--- config.mk ---
export PLATFORM = sky130hd
export DESIGN_NAME = dataslot_target_requester
export DESIGN_NICKNAME = d
export VERILOG_FILES = /design/src/rtl/dataslot_target_requester.sv
export SDC_FILE = /design/constraint.sdc
export NUM_CORES = 1
export LEC_CHECK = 0
export CORE_MARGIN = 2
export CORE_UTILIZATION = 36
export DETAILED_ROUTE_END_ITERATION = 10
export PLACE_DENSITY = 0.8
export SLEW_MARGIN = 20
export SYNTH_ARGS = -nofsm -noshare
export SYNTH_HDL_FRONTEND = slang
export SYNTH_SLANG_ARGS = --single-unit
export TNS_END_PERCENT = 10
--- constraint.sdc ---
create_clock -name clk_74a -period 3.48 [get_ports clk_74a]
set_clock_uncertainty 0.15 [all_clocks]
set_input_delay 0.522 -clock clk_74a [delete_from_list [all_inputs] [get_ports clk_74a]]
set_output_delay 0.522 -clock clk_74a [all_outputs]
set_load 0.03 [all_outputs]
--- src/rtl/dataslot_target_requester.sv ---
// Issues one dataslot read/write command to core_bridge_cmd and reports its completion.
// Optional watchdog timeout is compiled in when DATASLOT_REQ_TIMEOUT_EN is defined.
module dataslot_target_requester #(
    parameter logic [31:0] TIMEOUT_CYCLES = 32'd74_250_000
) (
    input  logic        clk_74a,
    input  logic        reset,
    input  logic        req_valid,
    output logic        req_ready,
    input  logic        req_write,
    input  logic [15:0] req_id,
    input  logic [31:0] req_slotoffset,
    input  logic [31:0] req_bridgeaddr,
    input  logic [31:0] req_length,
    output logic        target_dataslot_read,
    output logic        target_dataslot_write,
    output logic [15:0] target_dataslot_id,
    output logic [31:0] target_dataslot_slotoffset,
    output logic [31:0] target_dataslot_bridgeaddr,
    output logic [31:0] target_dataslot_length,
    input  logic        target_dataslot_ack,
    input  logic        target_dataslot_done,
    input  logic [2:0]  target_dataslot_err,
    output logic        rsp_valid,
    output logic [2:0]  rsp_err,
    output logic        rsp_timeout,
    output logic        busy
);

    typedef enum logic [1:0] {IDLE, ISSUE, WAIT_DONE, RESP} state_t;

    state_t      state_q, state_d;
    logic        write_q, write_d;
    logic [15:0] id_q, id_d;
    logic [31:0] slot_q, slot_d;
    logic [31:0] addr_q, addr_d;
    logic [31:0] len_q, len_d;
    logic [2:0]  rsp_err_q, rsp_err_d;
    logic        done_ok;

`ifdef DATASLOT_REQ_TIMEOUT_EN
    logic [31:0] cnt_q, cnt_d;
    logic        rsp_timeout_q, rsp_timeout_d;
`else
    logic        unused_timeout_cfg;
    assign unused_timeout_cfg = ^TIMEOUT_CYCLES;
`endif

    always_ff @(posedge clk_74a or posedge reset) begin
        if (reset) begin
            state_q   <= IDLE;
            write_q   <= 1'b0;
            id_q      <= '0;
            slot_q    <= '0;
            addr_q    <= '0;
            len_q     <= '0;
            rsp_err_q <= '0;
`ifdef DATASLOT_REQ_TIMEOUT_EN
            cnt_q         <= '0;
            rsp_timeout_q <= 1'b0;
`endif
        end else begin
            state_q   <= state_d;
            write_q   <= write_d;
            id_q      <= id_d;
            slot_q    <= slot_d;
            addr_q    <= addr_d;
            len_q     <= len_d;
            rsp_err_q <= rsp_err_d;
`ifdef DATASLOT_REQ_TIMEOUT_EN
            cnt_q         <= cnt_d;
            rsp_timeout_q <= rsp_timeout_d;
`endif
        end
    end

    always_comb begin
        state_d   = state_q;
        write_d   = write_q;
        id_d      = id_q;
        slot_d    = slot_q;
        addr_d    = addr_q;
        len_d     = len_q;
        rsp_err_d = rsp_err_q;
`ifdef DATASLOT_REQ_TIMEOUT_EN
        cnt_d         = cnt_q;
        rsp_timeout_d = rsp_timeout_q;
`endif
        // A done seen while ack is still high belongs to the previous command.
        done_ok   = (state_q == WAIT_DONE) && !target_dataslot_ack && target_dataslot_done;
        req_ready = (state_q == IDLE) && !target_dataslot_ack;

        case (state_q)
            IDLE: begin
                if (req_valid && req_ready) begin
                    write_d = req_write;
                    id_d    = req_id;
                    slot_d  = req_slotoffset;
                    addr_d  = req_bridgeaddr;
                    len_d   = req_length;
                    state_d = ISSUE;
`ifdef DATASLOT_REQ_TIMEOUT_EN
                    cnt_d   = '0;
`endif
                end
            end
            ISSUE: begin
                if (target_dataslot_ack) state_d = WAIT_DONE;
            end
            WAIT_DONE: begin
                if (done_ok) begin
                    state_d   = RESP;
                    rsp_err_d = target_dataslot_err;
`ifdef DATASLOT_REQ_TIMEOUT_EN
                    rsp_timeout_d = 1'b0;
`endif
                end
            end
            RESP:    state_d = IDLE;
            default: state_d = IDLE;
        endcase

`ifdef DATASLOT_REQ_TIMEOUT_EN
        // Watchdog overrides the wait unless completion lands in the same cycle.
        if (state_q == ISSUE || state_q == WAIT_DONE) begin
            cnt_d = cnt_q + 32'd1;
            if (!done_ok && cnt_q == TIMEOUT_CYCLES - 32'd1) begin
                state_d       = RESP;
                rsp_err_d     = 3'b000;
                rsp_timeout_d = 1'b1;
            end
        end
`endif
    end

    assign target_dataslot_read       = (state_q == ISSUE) && !write_q;
    assign target_dataslot_write      = (state_q == ISSUE) && write_q;
    assign target_dataslot_id         = id_q;
    assign target_dataslot_slotoffset = slot_q;
    assign target_dataslot_bridgeaddr = addr_q;
    assign target_dataslot_length     = len_q;
    assign rsp_valid                  = (state_q == RESP);
    assign rsp_err                    = rsp_err_q;
    assign busy                       = (state_q != IDLE);
`ifdef DATASLOT_REQ_TIMEOUT_EN
    assign rsp_timeout = rsp_timeout_q;
`else
    assign rsp_timeout = 1'b0;
`endif

endmodule

[Word level (Yosys, flattened, before mapping)]
Cells that the tools add are included.
Storage, ports and cells
  flip-flop bits (word level): 118
  bits of input ports: 121
Cells by class
  equality and inequality tests: 6
  multiplexer cells: 4
  reductions and logical operators: 13
Operators by type and width (number)
  $pmux 2 s4: 1
  $logic_and 1x1->1: 6
  $mux 2: 3
  $eq 2x2->1 const B: 2
  $ne 2x2->1 const B: 2
  $reduce_and 2->1: 2
  $reduce_and 3->1: 1
  $eq 2x1->1 const B: 1
  $logic_not 1->1: 2
  $logic_not 2->1: 1
  $ne 2x1->1 const B: 1
  $reduce_bool 2->1: 1

[Longest topological paths before layout]
Gate-level depths: netlist of run 1.
  word-level depth: 5
  gate-level depth with buffers: 7

[Worst setup path before layout of run 1]
Ideal clock, no wire load.
  path kind: register to register
  from: reg state_q[0]
  to: reg addr_q[0], in the netlist target_dataslot_bridgeaddr[0]
  data arrival time: 1.715 ns
  setup slack: 1.489 ns
  stages on the path, launching flop included: 8
  path buffers: 2
  period minus slack after synthesis: 1.991 ns
  path through: dfrtp_1 -> inv_1 -> ha_1 -> and2b_1 -> nand2_2 -> buf_6 -> buf_6 -> mux2_4
Between the ends
  longest elaborated chain between the ends: 4
RTL lines
  from (decl): RTL line 32  | state_t state_q, state_d;
  from (signal assigned): RTL line 63  | state_q <= state_d;
  $logic_not 2->1: RTL line 91  | req_ready = (state_q == IDLE) && !target_dataslot_ack;
  $logic_and 1x1->1: RTL line 91
  net req_ready: RTL line 9  | output logic req_ready,
  $logic_and 1x1->1: RTL line 95  | if (req_valid && req_ready) begin
  $reduce_and 2->1 (no line)
  to (signal assigned): RTL line 67  | addr_q <= addr_d;
  to (decl): RTL line 36  | logic [31:0] addr_q, addr_d;
The timed path passes the listed nets, and every way through them passes these cells.
A chain may end at the register's enable or synchronous reset.

[Final worst setup path of run 1]
  from: reg state_q[0]
  to: out req_ready
Between the ends
  longest elaborated chain between the ends: 2
RTL lines (RTL line)
  $logic_not 2->1: 91
  $logic_and 1x1->1: 91
  to (decl): 9
No other way between the ends.

==> impl_metrics.yaml, run 1 <==
synthesis:
  yosysMostFrequentCell: "dfrtp_1"
  synthCells: 270
  synth_area_leader_cell: "dfrtp_1"
  yosysUniqueCellTypes: 20
  synth_flop_cell: "dfrtp_1"
  synth.area.top_cells: "dfrtp_1 (61%), mux2_4 (22%), mux2_2 (11%), buf_6 (1.9%), ha_1 (1.3%)"
  synth_nets: 396
  synth_edf_count: 0
  yosysSeqAreaShare_pct: 61.4
  synth.top_cell.area_share_pct: 61.4
  netlist_top_cells_count: "dfrtp_1 (118), mux2_4 (70), mux2_2 (46)"
  syn_area_per_cell_um2: 17.8
  synth.ff_latch_count: 118
  yosys_warnings: 0
  synthArstFlopShare_pct: 100
  syn_area_um2: 4810
timing:
  slew_headroom_pct: 60.1
  period_share_pct: 80.7
  max_freq_mhz: 356
  setup_tns_ns: 0
  rsz0062_at_grt: "no"
  setup_violations: 0
  holdWs_ns: 0.352
  hold_viol_final: 0
  final.min_clock_period_ns: 2.81
  drv_slew: 0
  worstMarginPinSlew_ns: 0.598
  worst_slack_ns: 0.670
cells_and_area:
  stdcell_count: 709
  antenna-diode-count: 0
  syn_to_final_growth_pct: 67.2
  n_fill_cell: 1001
  nets: 647
  finish.instance_area_um2: 8040
  multi_input_area_um2: 1740
  seqCellArea_um2: 2950
  layout-drive-gt1-share_pct: 28.5
  final_util_pct: 61.2
pwr:
  vdd_drop_max_v: 0.000531
  power_mw: 8.61
  seqPwrFrac_pct: 28.5
  swShare_pct: 36.2
  net-switching-power_mw: 3.12
  leakage_nw: 3.65
  intPower_mw: 5.50
  pwr-share-comb_pct: 50.1
  p_clk_share_pct: 21.3
  p_per_area_nw_per_um2: 1070
detailed_routing:
  via_count: 3180
  route.detailed.vias_per_inst: 4.49
  first_pass_iters: 4
  antenna_left: 0
  wl_um: 11400
  drc: 0
  wire_per_inst_um: 16.1
  drt_iter0_drc: 80
critical_path:
  path_cells: "inv_1 > ha_1 > and2b_1 > clkdlybuf4s50_1"
  path_buf_inv: 2
  critPathRequiredTime_ns: 2.81
  startpoint_type: "flop"
  crit_type: "flop to output pin"
  setup.worst_path.end_class: "output pin"
  cp_top_family: "buffers and inverters"
  cp_slowest_stage_delay_ns: 0.71
  path_max_fanout: 4
  arrival_ns: 2.14
  slowest_stage: "clkdlybuf4s50_1"
grt:
  gr-total-overflow: 0
  grtUsageTotal_pct: 16.5
  grt_max_degree: 119
  grt_pass1_vias: 3516
  antenna_found_initial: 0
  grt_pass1_wl_um: 18200
floorplanning:
  chipHeight_um: 120
  die-area_um2: 14300
  start_util_pct: 36.6
  dieWidth_um: 120
  rows: 42
  core_area_um2: 13100
  ioPinCount: 242
placed_design:
  dp_worst_setup_slack_ns: 0.768
  numPortBuffers: 240
  dp_cells: 678
  gp_congestion: 0.732
  dp_hpwl_um: 8240
  placed_area_um2: 7410
clocking:
  cts_buffer_depth: 2
  cts_tree: "yes"
  ctsRootBufferMaster: "clkbuf_16"
  htreeDepth: 4
  clkTransAtPathRegs_ns: 0.05
  post_cts_buffers: 0
  cts_sinks: 118
  cts_hold_buf: 0
  cts.repair.resized: 0
  numCtsBuffers: 17
  worstSkewPairLatency_ns: 0.40
run:
  maxCapViolCount: 0
outcome:
  status: "complete, no violations"
worst_hold_path:
  holdCritPathClass: "flop to flop"
-- sequential cells by signal, indices dropped and copies added, names as in the netlist --
signal,count
target_dataslot_length,32
rsp_err,3
write_q,1
target_dataslot_bridgeaddr,32
target_dataslot_slotoffset,32
state_q,2
target_dataslot_id,16
-- power by group through the flow --
stage,clock (mW),combinational (mW),sequential (mW)
final,1.84,4.32,2.46
after global routing,1.94,4.50,2.55
after CTS,1.89,4.36,2.47
after detailed placement,0,4.33,2.48
after global placement,0,4.29,2.43
after floorplan,0,1.20,3.79
-- final timing paths --
| path | startpoint | endpoint | slack (ns) | depth (start not counted) |
|---|---|---|---|---|
| setup / recovery | state_q[0]$_DFFE_PP0P_ | req_ready | 0.67 | 4 |
| hold / removal | target_dataslot_id[14]$_DFFE_PP0P_ | target_dataslot_id[14]$_DFFE_PP0P_ | 0.35 | 1 |
| setup reg to reg | state_q[0]$_DFFE_PP0P_ | target_dataslot_length[27]$_DFFE_PP0P_ | 1.18 | 6 |
| hold reg to reg | target_dataslot_id[14]$_DFFE_PP0P_ | target_dataslot_id[14]$_DFFE_PP0P_ | 0.35 | 1 |
| max in group asynchronous | reset | target_dataslot_slotoffset[7]$_DFFE_PP0P_ | 2.23 | 3 |
| min in group asynchronous | reset | target_dataslot_length[12]$_DFFE_PP0P_ | 0.50 | 3 |
-- logic make-up after synthesis --
| logic type | Yosys count | share of synthesized area, % |
|---|---|---|
| other | 1 | 0.0779 |
| multiplexers | 117 | 32.8 |
| adder cells (fa/ha/maj) | 5 | 1.30 |
| buffers and inverters | 17 | 2.76 |
| AND/OR/NAND/NOR | 9 | 1.17 |
| flip-flops | 118 | 61.4 |
| AO/OA/AOI/OAI | 3 | 0.468 |
-- layout make-up --
| cell class | count | share of cell area, % |
|---|---|---|
| multi-input combinational | 135 | 21.6 |
| clock buffer | 23 | 6.07 |
| sequential | 118 | 36.7 |
| clock inverter | 8 | 1.80 |
| tap | 176 | 2.74 |
| timing repair buffer | 245 | 30.8 |
| inverter | 4 | 0.233 |
-- layout by cell type (no fill, tap or decap), types with 2 or more instances in the layout --
| cell type | instances |
|---|---|
| buf_12 | 3 |
| buf_4 | 2 |
| bufinv_16 | 4 |
| clkbuf_1 | 2 |
| clkbuf_16 | 17 |
| clkbuf_8 | 4 |
| clkdlybuf4s50_1 | 240 |
| clkinv_2 | 2 |
| clkinvlp_4 | 3 |
| dfrtp_1 | 118 |
| ha_1 | 5 |
| inv_1 | 3 |
| mux2_2 | 46 |
| mux2_4 | 70 |
| nand2b_1 | 2 |
| nor2b_1 | 2 |
-- per-layer routing --
| layer | up-vias | wire length (um) | global-route usage, % |
|---|---|---|---|
| li1 | 1445 | - | - |
| met5 | - | 0 | 0 |
| met1 | 1575 | 4390 | 18.9 |
| met3 | 21 | 886 | 6.13 |
| met2 | 139 | 5940 | 27.7 |
| met4 | 0 | 223 | 6.84 |
(Power assumes the default switching activity.)
==> run 2: changes to the inputs <==
- CORE_UTILIZATION: 36 -> 40
- PLACE_DENSITY: 0.8 -> 0.84
- clock period: 3.48 -> 2.7 ns (I/O delays scaled with it)
==> run 2 against run 1 <==
Against the previous run:
- critical path depth unchanged
- via count up 2.6%
- worst hold slack worse by 0.038 ns
- first-iteration DRC count up 95%
- sequential cell count unchanged
- combinational power up 30%
- sequential power up 30%
- count of clock-buffer cells in the layout down 1
- largest cell class unchanged
- highest routed layer unchanged
==> impl_metrics.yaml, run 2 (same netlist as run 1, synthesis figures left out) <==
outcome:
  status: "complete, no violations"
floorplanning:
  start_util_pct: 40.6
  die-area_um2: 12900
  dieWidth_um: 114
  rows: 40
  chipHeight_um: 114
  core_area_um2: 11900
  ioPinCount: 242
timing:
  period_share_pct: 93.2
  rsz0062_at_grt: "no"
  worstMarginPinSlew_ns: 0.576
  worst_slack_ns: 0.185
  setup_violations: 0
  max_freq_mhz: 398
  setup_tns_ns: 0
  final.min_clock_period_ns: 2.52
  hold_viol_final: 0
  slew_headroom_pct: 61.6
  drv_slew: 0
detailed_routing:
  antenna_left: 0
  route.detailed.vias_per_inst: 4.74
  via_count: 3264
  wl_um: 12200
  wire_per_inst_um: 17.7
  drc: 0
  drt_iter0_drc: 156
  first_pass_iters: 4
clocking:
  htreeDepth: 4
  post_cts_buffers: 0
  ctsRootBufferMaster: "clkbuf_16"
  numCtsBuffers: 17
  cts_tree: "yes"
  cts_sinks: 118
  cts_buffer_depth: 2
  worstSkewPairLatency_ns: 0.40
  clkTransAtPathRegs_ns: 0.05
  cts_hold_buf: 0
placed_design:
  gp_congestion: 0.733
  dp_hpwl_um: 8730
  numPortBuffers: 240
  dp_cells: 658
  dp_worst_setup_slack_ns: 0.251
grt:
  grt_pass1_wl_um: 19100
  grt_pass1_vias: 3575
  grtUsageTotal_pct: 19.4
  grt_max_degree: 74
  gr-total-overflow: 0
  antenna_found_initial: 0
critical_path:
  path_cells: "inv_1 > ha_1 > nor2b_1 > clkdlybuf4s50_1"
  startpoint_type: "flop"
  slowest_stage: "clkdlybuf4s50_1"
  arrival_ns: 1.96
  setup.worst_path.end_class: "output pin"
  cp_slowest_stage_delay_ns: 0.68
  crit_type: "flop to output pin"
  path_buf_inv: 2
  critPathRequiredTime_ns: 2.14
  path_max_fanout: 4
  cp_top_family: "buffers and inverters"
cells_and_area:
  nets: 656
  final_cell_mix: "clkdlybuf4s50_1 (239), dfrtp_1 (118), mux2_4 (70)"
  stdcell_count: 689
  final_common_cell: "clkdlybuf4s50_1"
  antenna-diode-count: 0
  syn_to_final_growth_pct: 67.1
  layout-drive-gt1-share_pct: 29.7
  final_util_pct: 67.8
worst_hold_path:
  holdCritPathClass: "input pin to asynchronous set/reset pin"
pwr:
  net-switching-power_mw: 4.08
  p_clk_share_pct: 19.9
  intPower_mw: 6.90
  seqPwrFrac_pct: 29.0
  p_per_area_nw_per_um2: 1370
  leakage_nw: 3.68
  swShare_pct: 37.1
  vdd_drop_max_v: 0.000698
  power_mw: 11.0
  pwr-share-comb_pct: 51.1
run:
  maxCapViolCount: 0
run 2: cell types whose count changed in the layout (fill, tap and decap cells not counted):
cell,before,now
clkinvlp_4,3,2
dlygate4sd2_1,0,1
clkinv_4,0,1
clkinv_2,2,5
buf_4,2,9
buf_12,3,5
bufinv_16,4,2
clkbuf_8,4,3
clkdlybuf4s50_1,240,239
run 2: cell type report:
class / instances / area (um^2)
inverter: 4 / 18.8
sequential: 118 / 2950
clock buffer: 22 / 474
multi-input combinational: 135 / 1740
fill: 841 / 3820
clock inverter: 9 / 101
tap: 147 / 184
timing repair buffer: 254 / 2570
run 2: what timing repair did:
action,in CTS,in global routing
endpoints found under the setup margin,1,0
gates resized for setup,1,0
hold endpoints to repair,0,0
run 2: worst paths after layout:
path	start	to	slack [ns]	cells after the start
max in group asynchronous	reset	target_dataslot_slotoffset[12]$_DFFE_PP0P_	1.60	3
min reg2reg	target_dataslot_length[14]$_DFFE_PP0P_	target_dataslot_length[14]$_DFFE_PP0P_	0.35	1
max reg2reg	state_q[0]$_DFFE_PP0P_	target_dataslot_length[5]$_DFFE_PP0P_	0.54	6
min	reset	target_dataslot_slotoffset[2]$_DFFE_PP0P_	0.31	3
min in group clk_74a	target_dataslot_length[14]$_DFFE_PP0P_	target_dataslot_length[14]$_DFFE_PP0P_	0.35	1
max	state_q[1]$_DFFE_PP0P_	target_dataslot_read	0.18	4
run 2: power by group through the flow:
stage | clock network (mW) | logic [mW] | registers (mW)
6_report | 2.18 | 5.61 | 3.19
5_1_grt | 2.33 | 5.84 | 3.31
4_1_cts | 2.24 | 5.65 | 3.19
3_5_place_dp | 0 | 5.62 | 3.19
3_3_place_gp | 0 | 5.55 | 3.14
2_1_floorplan | 0 | 1.55 | 4.89
run 2: worst min-delay path: stages:
cell and delay [ns]:
clkdlybuf4s50_1 0.44, clkinvlp_4 0.10, buf_12 0.34
run 2: metal layers:
metal  up-vias  wire (um)  GRT usage [%]  share of wire (%)
met5         -          0              0                  0
met4         0        218           6.42                1.8
met3        16        866           7.39                7.1
met2       137       6300           32.7                 52
met1      1649       4830           23.1                 40
li1       1462          -              -                  -
run 2: metrics by stage:
stage               area (um^2)  hold slack, ns
finish                     8040           0.314
detailed placement         7460           0.341
global route               8040           0.362
floorplan                  4810           0.345
global placement           7460           0.338
CTS                        8040           0.329
==> run 3: changes to the inputs <==
- ABC_CLOCK_PERIOD_IN_PS: not set -> 2700
==> results of run 3 <==
No change in the layout: final DEF, timing and power equal those of run 2.
